## src/rtl/prbs7_word_gen.sv

```systemverilog
`default_nettype none
// ============================================================================
// Module   : prbs7_word_gen
// Purpose  : 64-bit-per-clock PRBS7 (x^7 + x^6 + 1) pattern source for the
//            serializer/loopback path. Supports a programmable seed,
//            a 0..63 bit misalignment across word boundaries, and
//            deterministic single-shot and periodic error injection.
// Ports    :
//    clk         in   clock
//    reset       in   synchronous, active-high reset
//    enable      in   advance the generator one 64-bit word per cycle
//    seed        in   LFSR seed (all-zero is replaced by 7'h7F)
//    seed_load   in   pulse: reload LFSR from seed and flush the pipeline
//    bit_shift   in   output rotation (misalignment) in bits
//    inj_mask    in   XOR mask applied to an injected word
//    inj_single  in   pulse: request one injection
//    inj_period  in   periodic injection interval in enabled cycles, 0 = off
//    dout        out  pattern word, dout[0] is earliest bit in time
//    dout_valid  out  dout carries valid pattern
//    inj_active  out  current dout contains injected bits
//    inj_count   out  number of injected words (saturating)
//    lfsr_state  out  current LFSR state
// Revision : 1.0 - initial release
// ============================================================================
module prbs7_word_gen #(
   parameter int CNT_W = 24,
   parameter int PER_W = 16
) (
   input  logic             clk,
   input  logic             reset,
   input  logic             enable,
   input  logic [6:0]       seed,
   input  logic             seed_load,
   input  logic [5:0]       bit_shift,
   input  logic [63:0]      inj_mask,
   input  logic             inj_single,
   input  logic [PER_W-1:0] inj_period,
   output logic [63:0]      dout,
   output logic             dout_valid,
   output logic             inj_active,
   output logic [CNT_W-1:0] inj_count,
   output logic [6:0]       lfsr_state
);

   localparam logic [6:0] C_SEED_ALT = 7'h7F;
   localparam logic [1:0] C_FILL_MAX = 2'd2;

   logic [6:0]       r_lfsr;
   logic [63:0]      r_g;        // newest generated word
   logic [63:0]      r_g_d;      // previous generated word
   logic             r_gi;       // r_g carries injected bits
   logic             r_gi_d;     // r_g_d carries injected bits
   logic [1:0]       r_fill;     // enabled cycles since reset/reload, saturates at 2
   logic [PER_W-1:0] r_cnt;      // periodic injection counter
   logic             r_pending;  // single-shot request waiting for an enabled cycle

   logic [6:0]       w_seed;
   logic [63:0]      w_word;
   logic [6:0]       w_lfsr_next;
   logic             w_hit;
   logic             w_inj;
   logic [127:0]     w_cat_sh;
   logic             w_cnt_sat;

   // All-zero would lock the LFSR, so substitute the all-ones state.
   assign w_seed = (seed == 7'd0) ? C_SEED_ALT : seed;

   // 64 unrolled LFSR steps; bit i of the word is the i-th emitted bit.
   always_comb begin
      logic [6:0] v_s;
      logic       v_nb;
      v_s    = r_lfsr;
      w_word = '0;
      for (int i = 0; i < 64; i++) begin
         v_nb      = v_s[6] ^ v_s[5];
         w_word[i] = v_nb;
         v_s       = {v_s[5:0], v_nb};
      end
      w_lfsr_next = v_s;
   end

   // A counter at or beyond the interval fires on the next enabled cycle,
   // so shrinking inj_period below the current count cannot skip a hit.
   assign w_hit = enable && (inj_period != '0) &&
                  (r_cnt >= (inj_period - {{(PER_W-1){1'b0}}, 1'b1}));

   // A reload cycle generates no word, so it cannot carry an injection.
   assign w_inj = enable && !seed_load && (r_pending || inj_single || w_hit);

   // {g, g_d}[bit_shift +: 64]: older word in the low half.
   assign w_cat_sh  = {r_g, r_g_d} >> bit_shift;
   assign w_cnt_sat = &inj_count;

   assign lfsr_state = r_lfsr;

   always_ff @(posedge clk) begin
      if (reset) begin
         r_lfsr     <= w_seed;
         r_g        <= '0;
         r_g_d      <= '0;
         r_gi       <= 1'b0;
         r_gi_d     <= 1'b0;
         dout       <= '0;
         dout_valid <= 1'b0;
         inj_active <= 1'b0;
         r_pending  <= 1'b0;
         inj_count  <= '0;
         r_cnt      <= '0;
         r_fill     <= '0;
      end else if (seed_load) begin
         // Restart the stream; pipeline contents become stale until refilled.
         r_lfsr     <= w_seed;
         r_fill     <= '0;
         dout_valid <= 1'b0;
         r_pending  <= 1'b0;
         r_cnt      <= '0;
      end else begin
         dout_valid <= enable && (r_fill == C_FILL_MAX);

         if (enable) begin
            r_lfsr     <= w_lfsr_next;
            r_g        <= w_word ^ (w_inj ? inj_mask : 64'd0);
            r_gi       <= w_inj;
            r_g_d      <= r_g;
            r_gi_d     <= r_gi;
            dout       <= w_cat_sh[63:0];
            // With a nonzero rotation the newer word also contributes bits.
            inj_active <= r_gi_d || ((bit_shift != 6'd0) && r_gi);

            if (r_fill != C_FILL_MAX)
               r_fill <= r_fill + 2'd1;

            if (inj_period == '0 || w_hit)
               r_cnt <= '0;
            else
               r_cnt <= r_cnt + {{(PER_W-1){1'b0}}, 1'b1};
         end

         // Several requests before consumption collapse into one injection.
         if (w_inj)
            r_pending <= 1'b0;
         else if (inj_single)
            r_pending <= 1'b1;

         if (w_inj && (inj_mask != 64'd0) && !w_cnt_sat)
            inj_count <= inj_count + {{(CNT_W-1){1'b0}}, 1'b1};
      end
   end

endmodule
`default_nettype wire

```

## config.mk

```make
export PLATFORM = sky130hd
export DESIGN_NAME = prbs7_word_gen
export DESIGN_NICKNAME = d
export VERILOG_FILES = /design/src/rtl/prbs7_word_gen.sv
export SDC_FILE = /design/constraint.sdc
export NUM_CORES = 1
export LEC_CHECK = 0
export BUFFER_PORTS_ARGS = -buffer_cell sky130_fd_sc_hd__buf_2
export CORE_MARGIN = 2
export CORE_UTILIZATION = 45
export CTS_CLUSTER_DIAMETER = 40
export DETAILED_ROUTE_END_ITERATION = 8
export SLEW_MARGIN = 30
export SYNTH_ARGS = -nofsm -noshare
export SYNTH_HDL_FRONTEND = slang
export SYNTH_SLANG_ARGS = --single-unit
export TNS_END_PERCENT = 20
```

## constraint.sdc

```tcl
create_clock -name clk -period 6.2 [get_ports clk]
set_input_delay 1.24 -clock clk [delete_from_list [all_inputs] [get_ports clk]]
set_output_delay 1.24 -clock clk [all_outputs]
set_load 0.005 [all_outputs]
```

After elaboration in Yosys (flattened, before gate mapping)
Index checks and enable logic that the tools add are counted.

Word-level logic and storage cells: 118. Output and inout bits: 97. Bits in registers: 246.

Add/sub/neg operators: 4. Equality and inequality tests: 2. Bitwise logic cells: 66. Magnitude comparators: 1. Reduce and logical (&&, ||, !) cells: 26. Shift operators: 1. Multiplexer cells: 6.

Operator list (count): right shift 128 x 6 -> 64 bit (1); 2-to-1 mux 64 bit (1); nonzero test 64 bit (1); XOR 1 bit (64); XOR 64 bit (1); 2-to-1 mux 7 bit (4); adder 24 x 1 -> 24 bit (second input constant) (1); AND reduction 24 bit (1); adder 16 x 1 -> 16 bit (second input constant) (1); >= comparator 16 bit (1); zero test 16 bit (1); 2-to-1 mux 16 bit (1); nonzero test 16 bit (1); subtractor 16 x 1 -> 16 bit (second input constant) (1); logical AND 1 bit (8); zero test 7 bit (1); AND reduction 2 bit (3); nonzero test 6 bit (1); logical OR 1 bit (4); nonzero test 3 bit (1); OR reduction 3 bit (1); adder 2 x 1 -> 2 bit (second input constant) (1); equality test 2 bit (second input constant) (1); zero test 1 bit (2); 3 further kinds (3).

Longest topological paths before layout
Gate-level depths: netlist of the first run.

Word-level depth: 14. Gate-level depth with buffers: 18. Mapped depth without buffers: 15.

Worst setup path before layout of the first run
Ideal clock, no wire load.

Kind: input port to flip-flop. Start: in inj_period[0]. End: reg inj_count[7]. Arrival time: 4.687 ns. Setup slack: 1.443 ns. Buffers on the path: 1. Stages on the path: 15. Data required time: 6.130 ns. Cells stage by stage: inv_1 > ha_1 > or3b_4 > or4_4 > nor4_1 > xnor2_1 > ha_1 > and3_1 > o21ai_0 > a211o_1 > a2bb2oi_1 > a311oi_4 > clkbuf_1 > or4_1 > a21oi_1.

Word-level cells in the longest chain between the ends: 8. Elaborated cells between the ends (all ways): 10.

RTL lines: from (decl) (line 37) `input logic [PER_W-1:0] inj_period,`; subtractor 16 x 1 -> 16 bit or nonzero test 16 bit (tied branches) (line 85, 84); >= comparator 16 bit or logical AND 1 bit (tied branches) (line 85, 84); logical AND 1 bit (*) (line 84) `assign w_hit = enable && (inj_period != '0) &&`; logical OR 1 bit (*) (line 88) `assign w_inj = enable && !seed_load && (r_pending || inj_single || w_hit);`; logical AND 1 bit (*) (line 88); logical AND 1 bit (*) (2 in a row) (line 145) `if (w_inj && (inj_mask != 64'd0) && !w_cnt_sat)`; AND reduction 2 bit (no source line) (*); to (signal assigned) (line 146) `inj_count <= inj_count + {{(CNT_W-1){1'b0}}, 1'b1};`; to (decl) (line 41) `output logic [CNT_W-1:0] inj_count,`.

Every way passes the cells marked *; elsewhere a longest branch is shown, timed or not. A chain may end at the register's enable or synchronous reset.

Worst setup path after layout of the first run
Start: in inj_period[2]. End: reg r_g[47].

Word-level cells in the longest chain between the ends: 7. Elaborated cells between the ends (all ways): 9.

RTL lines: subtractor 16 x 1 -> 16 bit or nonzero test 16 bit (tied branches) (line 85, 84); >= comparator 16 bit or logical AND 1 bit (tied branches) (line 85, 84); logical AND 1 bit (*) (line 84); logical OR 1 bit (*) (line 88); logical AND 1 bit (*) (line 88); 2-to-1 mux 64 bit (*) (line 122) `r_g <= w_word ^ (w_inj ? inj_mask : 64'd0);`; XOR 64 bit (*) (line 122); to (signal assigned) (line 122); to (decl) (line 49) `logic [63:0] r_g;`.

Marks and branches as above.

==> qor.csv, run 1 <==
metric,value,unit
gp weighted congestion,1.008,
Initial Utilization,0.4553,
HP Class,flip-flop to flip-flop,
die height,204.3,µm
commonest register cell after synthesis,dfxtp_1,
Buffers on Ports,194,
largest net degree at the start of global routing,108,
top post-synthesis cells by count,"297 x nand2_1, 246 x a21oi_1, 239 x dfxtp_1",
first-pass GRT wire length,97.94,mm
Final min period,4.654,ns
Synthesized Nets,2202,
clock sink count,246,
setup repair after global routing missed its margin,no,
Max IR drop VDD,223.1,µV
setup_tns,0,ns
area of the mapped netlist,0.01805,mm²
hold path start,dout[2],
Hold Path Depth,2,
Final Hold Fails,0,
Pwr Density,282.2,mW/mm²
"Arr. time, crit path",5.11,ns
total power,5.819,mW
Fmax achieved,214.9,MHz
vias in the first global route,15860,
# resized after CTS,0,
dpl cells,2640,
cell taking the most area after synthesis,dfxtp_1,
Die X,204.3,µm
total CTS buffers,43,
CP top delay family,simple AND/OR/NAND/NOR gates,
Final Non-Filler Cells,2718,
Final Cycle Share,0.7507,
syn avg cell area,8.660,µm²
Static Leakage,8.002,nW
outcome,"complete, no violations",
Slew @ Worst Pin,1.037,ns
clk buf depth,3,
Post-synth EDFFs,7,
total length of routed wires,64.88,mm
CP Class,primary input to flip-flop,
# Post-CTS Setup Buffers,0,
hold path endpoint,dout[2],
most numerous cell in the Yosys netlist,nand2_1,
Layout fillers,3843,
H-tree Lvls,2,
startpoint types,primary input,
CTS root buf,clkbuf_16,
register bit total from synthesis,246,
critical path's slowest cell,nor4_1,
P&R area growth vs syn,14.25,%
drt initial violations,1828,
nature of the critical path endpoint,flip-flop,
synth warn,0,
Clock Skew,0.03058,ns
total gr overflow,0,
Gate Count Post-Synth,2084,
Critical Path Max Stage Delay,0.43,ns
DR pass1 iterations,5,
Buf/Inv on CP,2,
DP HPWL,48.30,mm
vias per std cell,6.410,
CTS tree,built,
Synth area leaders,"dfxtp_1 27%, mux4_2 16%, a21oi_1 6.8%",
Tot GR Track Use,0.3069,
Synth cell types,59,
Die Area,0.04172,mm²
Avg WL per Cell,23.87,µm
total core area,0.03964,mm²
"Req. time, crit path",6.66,ns
n_diodes,0,
Synth async-reset ratio,0,
"critical path, cell by cell",buf_2 -> nor3_1 -> nand2b_1 -> nor4_1 -> nand2b_1 -> or2_2 -> nor4_1 -> xnor2_1 -> ha_1 -> nand2_1 -> o21a_1 -> nand3_1 -> a2bb2oi_1 -> a311o_2 -> buf_12 -> a21boi_0 -> o31ai_1,
initial antenna violation count,1,
# setup viols final,0,
DRC viols,0,
ratio of cells with drive above 1 in the final layout,0.2312,
max cap viols,0,
hold_buf cts,0,
num rows,73,
R2R depth,6,
RR Endpoint,r_g[60],
Synth top area share,0.2651,
Worst-Skew Late Latency,0.58,ns
Worst-path clk slew,0.05,ns
fin nets,2279,
R2R Setup Slk,3.16,ns
worst rel slew slack,0.3085,
"Seq/Total Area, Yosys",0.2768,
hold_ws,0.4435,ns
ANT nets after route,0,
Slew Limit Fails,0,
via count,17420,
crit-path max FO,107,
Crit. Startpoint,inj_period[2],
Worst R2R Start,lfsr_state[5],
Top Ports,195,
stage by stage:
stage	setup slack [ns]	utilization	cell area, µm²
6_report	1.546	0.5202	20620
5_1_grt	1.037	0.5202	20620
4_1_cts	1.525	0.5197	20600
3_5_place_dp	0.9374	0.4835	19160
3_3_place_gp	1.086	0.4833	19160
2_1_floorplan	1.443	-	18050
cells in the final DEF, fill, tap and decap left out, drive strengths merged, types with 24 or more instances in the layout:
cell / instances
dfxtp: 239
o22ai: 51
nor2: 135
nand3: 52
nand4: 34
xnor2: 46
o21ai: 60
o31ai: 55
nand2: 298
or3: 24
xor2: 48
buf: 217
and3: 29
mux4: 125
a21oi: 246
clkbuf: 56
mux2: 65
nor3: 44
mux2i: 108
layer usage:
layer	global-route usage	vias up	wire [µm]
li1	-	7991	-
met1	0.4413	8491	28590
met2	0.4590	811	28420
met3	0.03906	128	5014
met4	0.1390	2	2850
met5	0	-	13
registers in the layout, indices dropped and copies added, names as in the netlist:
signal      cells
dout           64
dout_valid      1
inj_active      1
inj_count      24
lfsr_state      7
r_cnt          16
r_fill          2
r_g            64
r_g_d          64
r_gi            1
r_gi_d          1
r_pending       1
worst max path at each step:
stage	to	cells past startpoint
final	r_g[47]	17
after global routing	r_g[59]	17
after detailed placement	inj_count[12]	17
after CTS	inj_count[6]	17
after global placement	inj_count[10]	16
after floorplan	inj_count[7]	15
kinds of logic (layout without fill, tap and decap cells):
group / Yosys count / count (layout) / synth area share
AO/OA/AOI/OAI: 523 / 523 / 0.1777
XOR/XNOR: 94 / 94 / 0.04603
adder cells (fa/ha/maj): 20 / 20 / 0.01387
buffers and inverters: 198 / 307 / 0.04638
flip-flops: 246 / 246 / 0.2768
multiplexers: 298 / 298 / 0.2564
AND/OR/NAND/NOR: 705 / 705 / 0.1828
area by class of cell:
cell class / instances / area (µm²) / area share
Inverter: 11 / 45.04 / 0.002184
Timing Repair Buffer: 219 / 1229 / 0.05959
Sequential cell: 246 / 4995 / 0.2422
Clock buffer: 54 / 1189 / 0.05765
Clock inverter: 23 / 249.0 / 0.01208
Multi-Input combinational cell: 1640 / 12260 / 0.5944
Tap cell: 525 / 656.9 / 0.03186
worst register-to-register path, cell delays in order (launching register included):
cell,delay (ns)
edfxtp_1,0.63
xor2_1,0.29
xnor2_2,0.51
xor2_1,0.74
xor2_1,0.28
or3_1,0.45
nand3_1,0.08
where the power goes:
| group | switching (mW) | leakage [nW] | internal, mW |
|---|---|---|---|
| Sequential | 0.201 | 2.02 | 1.71 |
| Clock | 0.890 | 0.712 | 1.50 |
| Combinational | 0.909 | 5.27 | 0.607 |
| Total | 2.00 | 8.00 | 3.82 |
(Power assumes the default switching activity.)
==> run 2, diff against run 1 <==
clock period = 4.85 ns   (was 6.2 ns; I/O delays follow)
==> run 2 against run 1 <==
Core utilization increased by 0.59 points. Flip-flop and latch count unchanged. Cell area increased by 1.1%. Setup slack got worse by 1.1 ns. Cell count increased by 0.88%. Power increased by 27%. Largest cell class unchanged. Highest routed layer unchanged.
==> qor.csv, run 2 (synthesized netlist as in run 1, its figures left out) <==
metric,value,unit
Flop pwr share,0.331,
die height,204.3,µm
via count,17510,
clock sink count,246,
Final min period,4.383,ns
# resized after CTS,0,
"Arr. time, crit path",4.85,ns
vias per std cell,6.385,
Layout fillers,3807,
CP Class,primary input to flip-flop,
CTS root buf,clkbuf_16,
crit-path max FO,49,
total CTS buffers,43,
most frequent cells in the layout,"296 x nand2_1, 246 x a21oi_1, 239 x dfxtp_1",
Switch Pwr,2.576,mW
Slew Limit Fails,0,
ratio of cells with drive above 1 in the final layout,0.2395,
initial antenna violation count,1,
Clock Skew,0.03263,ns
Avg WL per Cell,23.82,µm
max cap viols,0,
HP Class,flip-flop to flip-flop,
drt initial violations,1743,
total core area,0.03964,mm²
Tot GR Track Use,0.3082,
n_diodes,0,
Place WS,-0.06988,ns
Final Non-Filler Cells,2742,
Slew @ Worst Pin,1.123,ns
Fmax achieved,228.1,MHz
DP HPWL,49.46,mm
Final WS setup,0.4669,ns
DRC viols,0,
Worst-Skew Late Latency,0.59,ns
Die Area,0.04172,mm²
P&R area growth vs syn,15.56,%
total gr overflow,0,
Initial Utilization,0.4553,
# setup viols final,0,
"Req. time, crit path",5.31,ns
Final Hold Fails,0,
setup_tns,0,ns
Top Registers,"dout (64), r_g (64), r_g_d (64)",
nature of the critical path endpoint,flip-flop,
# Post-CTS Setup Buffers,0,
Clk pwr share,0.402,
fin nets,2303,
worst rel slew slack,0.2514,
Pint,4.813,mW
Top Ports,195,
gp weighted congestion,1.021,
Buffers on Ports,194,
Static Leakage,8.118,nW
hold_buf cts,0,
ANT nets after route,0,
setup repair after global routing missed its margin,no,
switching share of power,0.3486,
total power,7.390,mW
Comb pwr share,0.267,
"commonest non-fill, non-tap cell in the layout",nand2_1,
CTS tree,built,
Die X,204.3,µm
H-tree Lvls,2,
vias in the first global route,16220,
Pwr Density,354.3,mW/mm²
largest net degree at the start of global routing,75,
first-pass GRT wire length,98.44,mm
DR pass1 iterations,6,
outcome,"complete, no violations",
dpl cells,2665,
startpoint types,primary input,
num rows,73,
total length of routed wires,65.32,mm
Final Cycle Share,0.9037,
clk buf depth,3,
Worst-path clk slew,0.06,ns
Max IR drop VDD,285.5,µV
hold_ws,0.4346,ns
## run 2: cell count changes in the layout (fill, tap and decap cells not counted), sizes merged
cell,change
clkinvlp,+3
clkinv,+1
buf,+26
bufinv,-2
inv,-3
clkbuf,-1
## run 2: cell type report
| class | count | area, µm² | share of cell area |
|---|---|---|---|
| Multi-Input combinational cell | 1640 | 12260 | 0.5878 |
| Sequential cell | 246 | 4995 | 0.2395 |
| Timing Repair Buffer | 243 | 1479 | 0.07091 |
| Clock buffer | 55 | 1202 | 0.05766 |
| Tap cell | 525 | 656.9 | 0.03150 |
| Clock inverter | 22 | 221.5 | 0.01062 |
| Inverter | 11 | 42.54 | 0.002040 |
## run 2: path summary, 6_finish.rpt
check / start / endpoint / slack [ns] / cells past startpoint
max: inj_period[0] / r_g[3] / 0.47 / 17
min: dout[5] / dout[5] / 0.43 / 2
max reg2reg: lfsr_state[0] / r_g[60] / 1.76 / 6
min reg2reg: dout[5] / dout[5] / 0.43 / 2
## run 2: worst max-delay path, stage by stage
cell and delay (ns):
buf_2 0.10, inv_1 0.07, ha_1 0.18, or3b_4 0.40, or4_4 0.42, nor4_1 0.24
xnor2_1 0.17, ha_1 0.27, and3_1 0.16, a221oi_1 0.27, nand3_1 0.11, a2bb2oi_1 0.20
a311oi_4 0.36, buf_12 0.25, buf_4 0.28, nor3b_1 0.09, o31ai_1 0.28
## run 2: power by group through the flow
| stage | clock network [mW] | registers [mW] | logic [mW] |
|---|---|---|---|
| floorplan | 0 | 2.34 | 1.39 |
| global placement | 0 | 2.47 | 1.90 |
| finish | 2.97 | 2.44 | 1.97 |
| CTS | 3.01 | 2.43 | 1.94 |
| global route | 3.09 | 2.46 | 2.12 |
| detailed placement | 0 | 2.48 | 1.93 |
## run 2: routing by layer
layer  share of wire  global-route usage  up-vias
met5         0.00015                   0        -
met4           0.043              0.1359        2
met3           0.087             0.04751      123
met2            0.44              0.4678      853
met1            0.43              0.4336     8491
li1                -                   -     8038
## run 2: per-stage QoR
step                instance area [µm²]    util
finish                            20860  0.5261
floorplan                         18050       -
global route                      20860  0.5261
CTS                               20840  0.5258
global placement                  19390  0.4891
detailed placement                19420  0.4898
==> run 3, diff against run 2 <==
REMOVE_ABC_BUFFERS = 1   (was not set)
SETUP_SLACK_MARGIN = 0.1   (was not set)
==> run 3 against run 2 <==
Via count down 0.72%. Setup slack worse by 0.045 ns. Cell area up 0.51%. Die area unchanged. Highest routed layer is now met4.
==> qor.csv, run 3 (synthesized netlist as in run 1, its figures left out) <==
metric,value,unit
outcome,"complete, no violations",
ratio of cells with drive above 1 in the final layout,0.2444,
Final Non-Filler Cells,2751,
largest net degree at the start of global routing,106,
CTS root buf,clkbuf_16,
DR pass1 iterations,7,
total power,7.549,mW
Buffers on Ports,194,
via count,17380,
vias in the first global route,15850,
Top Ports,195,
startpoint types,primary input,
Layout fillers,3792,
Worst-path clk slew,0.05,ns
Pint,4.897,mW
Clk pwr share,0.419,
n_diodes,0,
total gr overflow,0,
setup repair after global routing missed its margin,no,
Fmax achieved,225.8,MHz
hold_buf cts,0,
nature of the critical path endpoint,flip-flop,
Comb pwr share,0.258,
"commonest non-fill, non-tap cell in the layout",nand2_1,
die height,204.3,µm
Place WS,-0.1232,ns
most frequent cells in the layout,"296 x nand2_1, 246 x a21oi_1, 239 x dfxtp_1",
clk buf depth,3,
Slew @ Worst Pin,0.9922,ns
Finished Core Util,0.5288,
Static Leakage,8.178,nW
first-pass GRT wire length,95.70,mm
initial antenna violation count,0,
Tot GR Track Use,0.2966,
num rows,73,
Final WS setup,0.4216,ns
CP Class,primary input to flip-flop,
Initial Utilization,0.4553,
vias per std cell,6.318,
total core area,0.03964,mm²
dpl cells,2668,
switching share of power,0.3513,
Final Hold Fails,0,
ANT nets after route,0,
DRC viols,0,
DP HPWL,46.75,mm
total length of routed wires,62.62,mm
Final Cycle Share,0.9131,
Pwr Density,360.2,mW/mm²
Max IR drop VDD,269.6,µV
CTS tree,built,
Final min period,4.428,ns
gp weighted congestion,0.9813,
P&R area growth vs syn,16.15,%
Avg WL per Cell,22.76,µm
fin nets,2308,
"Req. time, crit path",5.34,ns
worst rel slew slack,0.3372,
HP Class,flip-flop to flip-flop,
hold_ws,0.4315,ns
"Arr. time, crit path",4.92,ns
# setup viols final,0,
Top Registers,"dout (64), r_g (64), r_g_d (64)",
Clock Skew,0.03742,ns
Flop pwr share,0.323,
Slew Limit Fails,0,
drt initial violations,1798,
H-tree Lvls,2,
# Post-CTS Setup Buffers,0,
Switch Pwr,2.652,mW
# resized after CTS,0,
max cap viols,0,
Die Area,0.04172,mm²
Worst-Skew Late Latency,0.60,ns
crit-path max FO,47,
total CTS buffers,45,
Die X,204.3,µm
clock sink count,246,
==> run 3: cell count changes in the layout (fill, tap and decap cells not counted), moves of 2 or more <==
cell / delta
buf_4: +5
clkbuf_1: -5
clkbuf_8: -3
clkinvlp_4: +2
inv_4: +3
inv_6: +5
==> run 3: area by class of cell <==
type	count	area [µm²]	share of cell area
inverters	11	45.04	0.002149
flip-flops and latches	246	4995	0.2383
well taps	525	656.9	0.03134
clock buffers	48	1167	0.05569
repair buffers	246	1473	0.07026
multi-input cells	1640	12250	0.5846
clock inverters	35	370.4	0.01767
==> run 3: path summary, 6_finish.rpt <==
path	slack [ns]	startpoint	cells after the start	end
worst max-delay path	0.42	inj_period[0]	16	inj_count[17]
worst min-delay path	0.43	dout[7]	2	dout[7]
worst max register to register	1.71	lfsr_state[2]	5	r_g[60]
worst min register to register	0.43	dout[7]	2	dout[7]
==> run 3: metrics by stage <==
stage	instance area [µm²]	TNS, ns
finish	20960	0
global route	20960	0
global placement	19410	0
detailed placement	19420	-1.806
floorplan	17250	-141.96
CTS	20960	0
==> run 3: worst max-delay path: stages <==
cell       delay, ns
buf_2           0.10
inv_1           0.07
ha_1            0.18
or3b_4          0.39
or4_4           0.46
nor4_1          0.25
xnor2_1         0.11
ha_1            0.30
and3_1          0.18
o21ai_0         0.10
a211o_1         0.31
a2bb2oi_1       0.38
a311oi_4        0.16
buf_12          0.20
or4_1           0.53
a21oi_1         0.17
==> run 3: power by group through the flow <==
stage | logic (mW) | registers (mW) | clock network, mW
after floorplan | 1.23 | 2.37 | 0
after global placement | 1.89 | 2.46 | 0
after detailed placement | 1.91 | 2.47 | 0
after CTS | 1.92 | 2.43 | 3.21
after global routing | 2.10 | 2.46 | 3.30
final | 1.95 | 2.44 | 3.17
==> run 3: per-layer routing <==
layer	global-route usage	up-vias	routed length [µm]
li1	-	8064	-
met5	0	-	0
met2	0.4615	779	27830
met3	0.03827	109	4876
met1	0.4206	8429	27630
met4	0.1102	0	2281
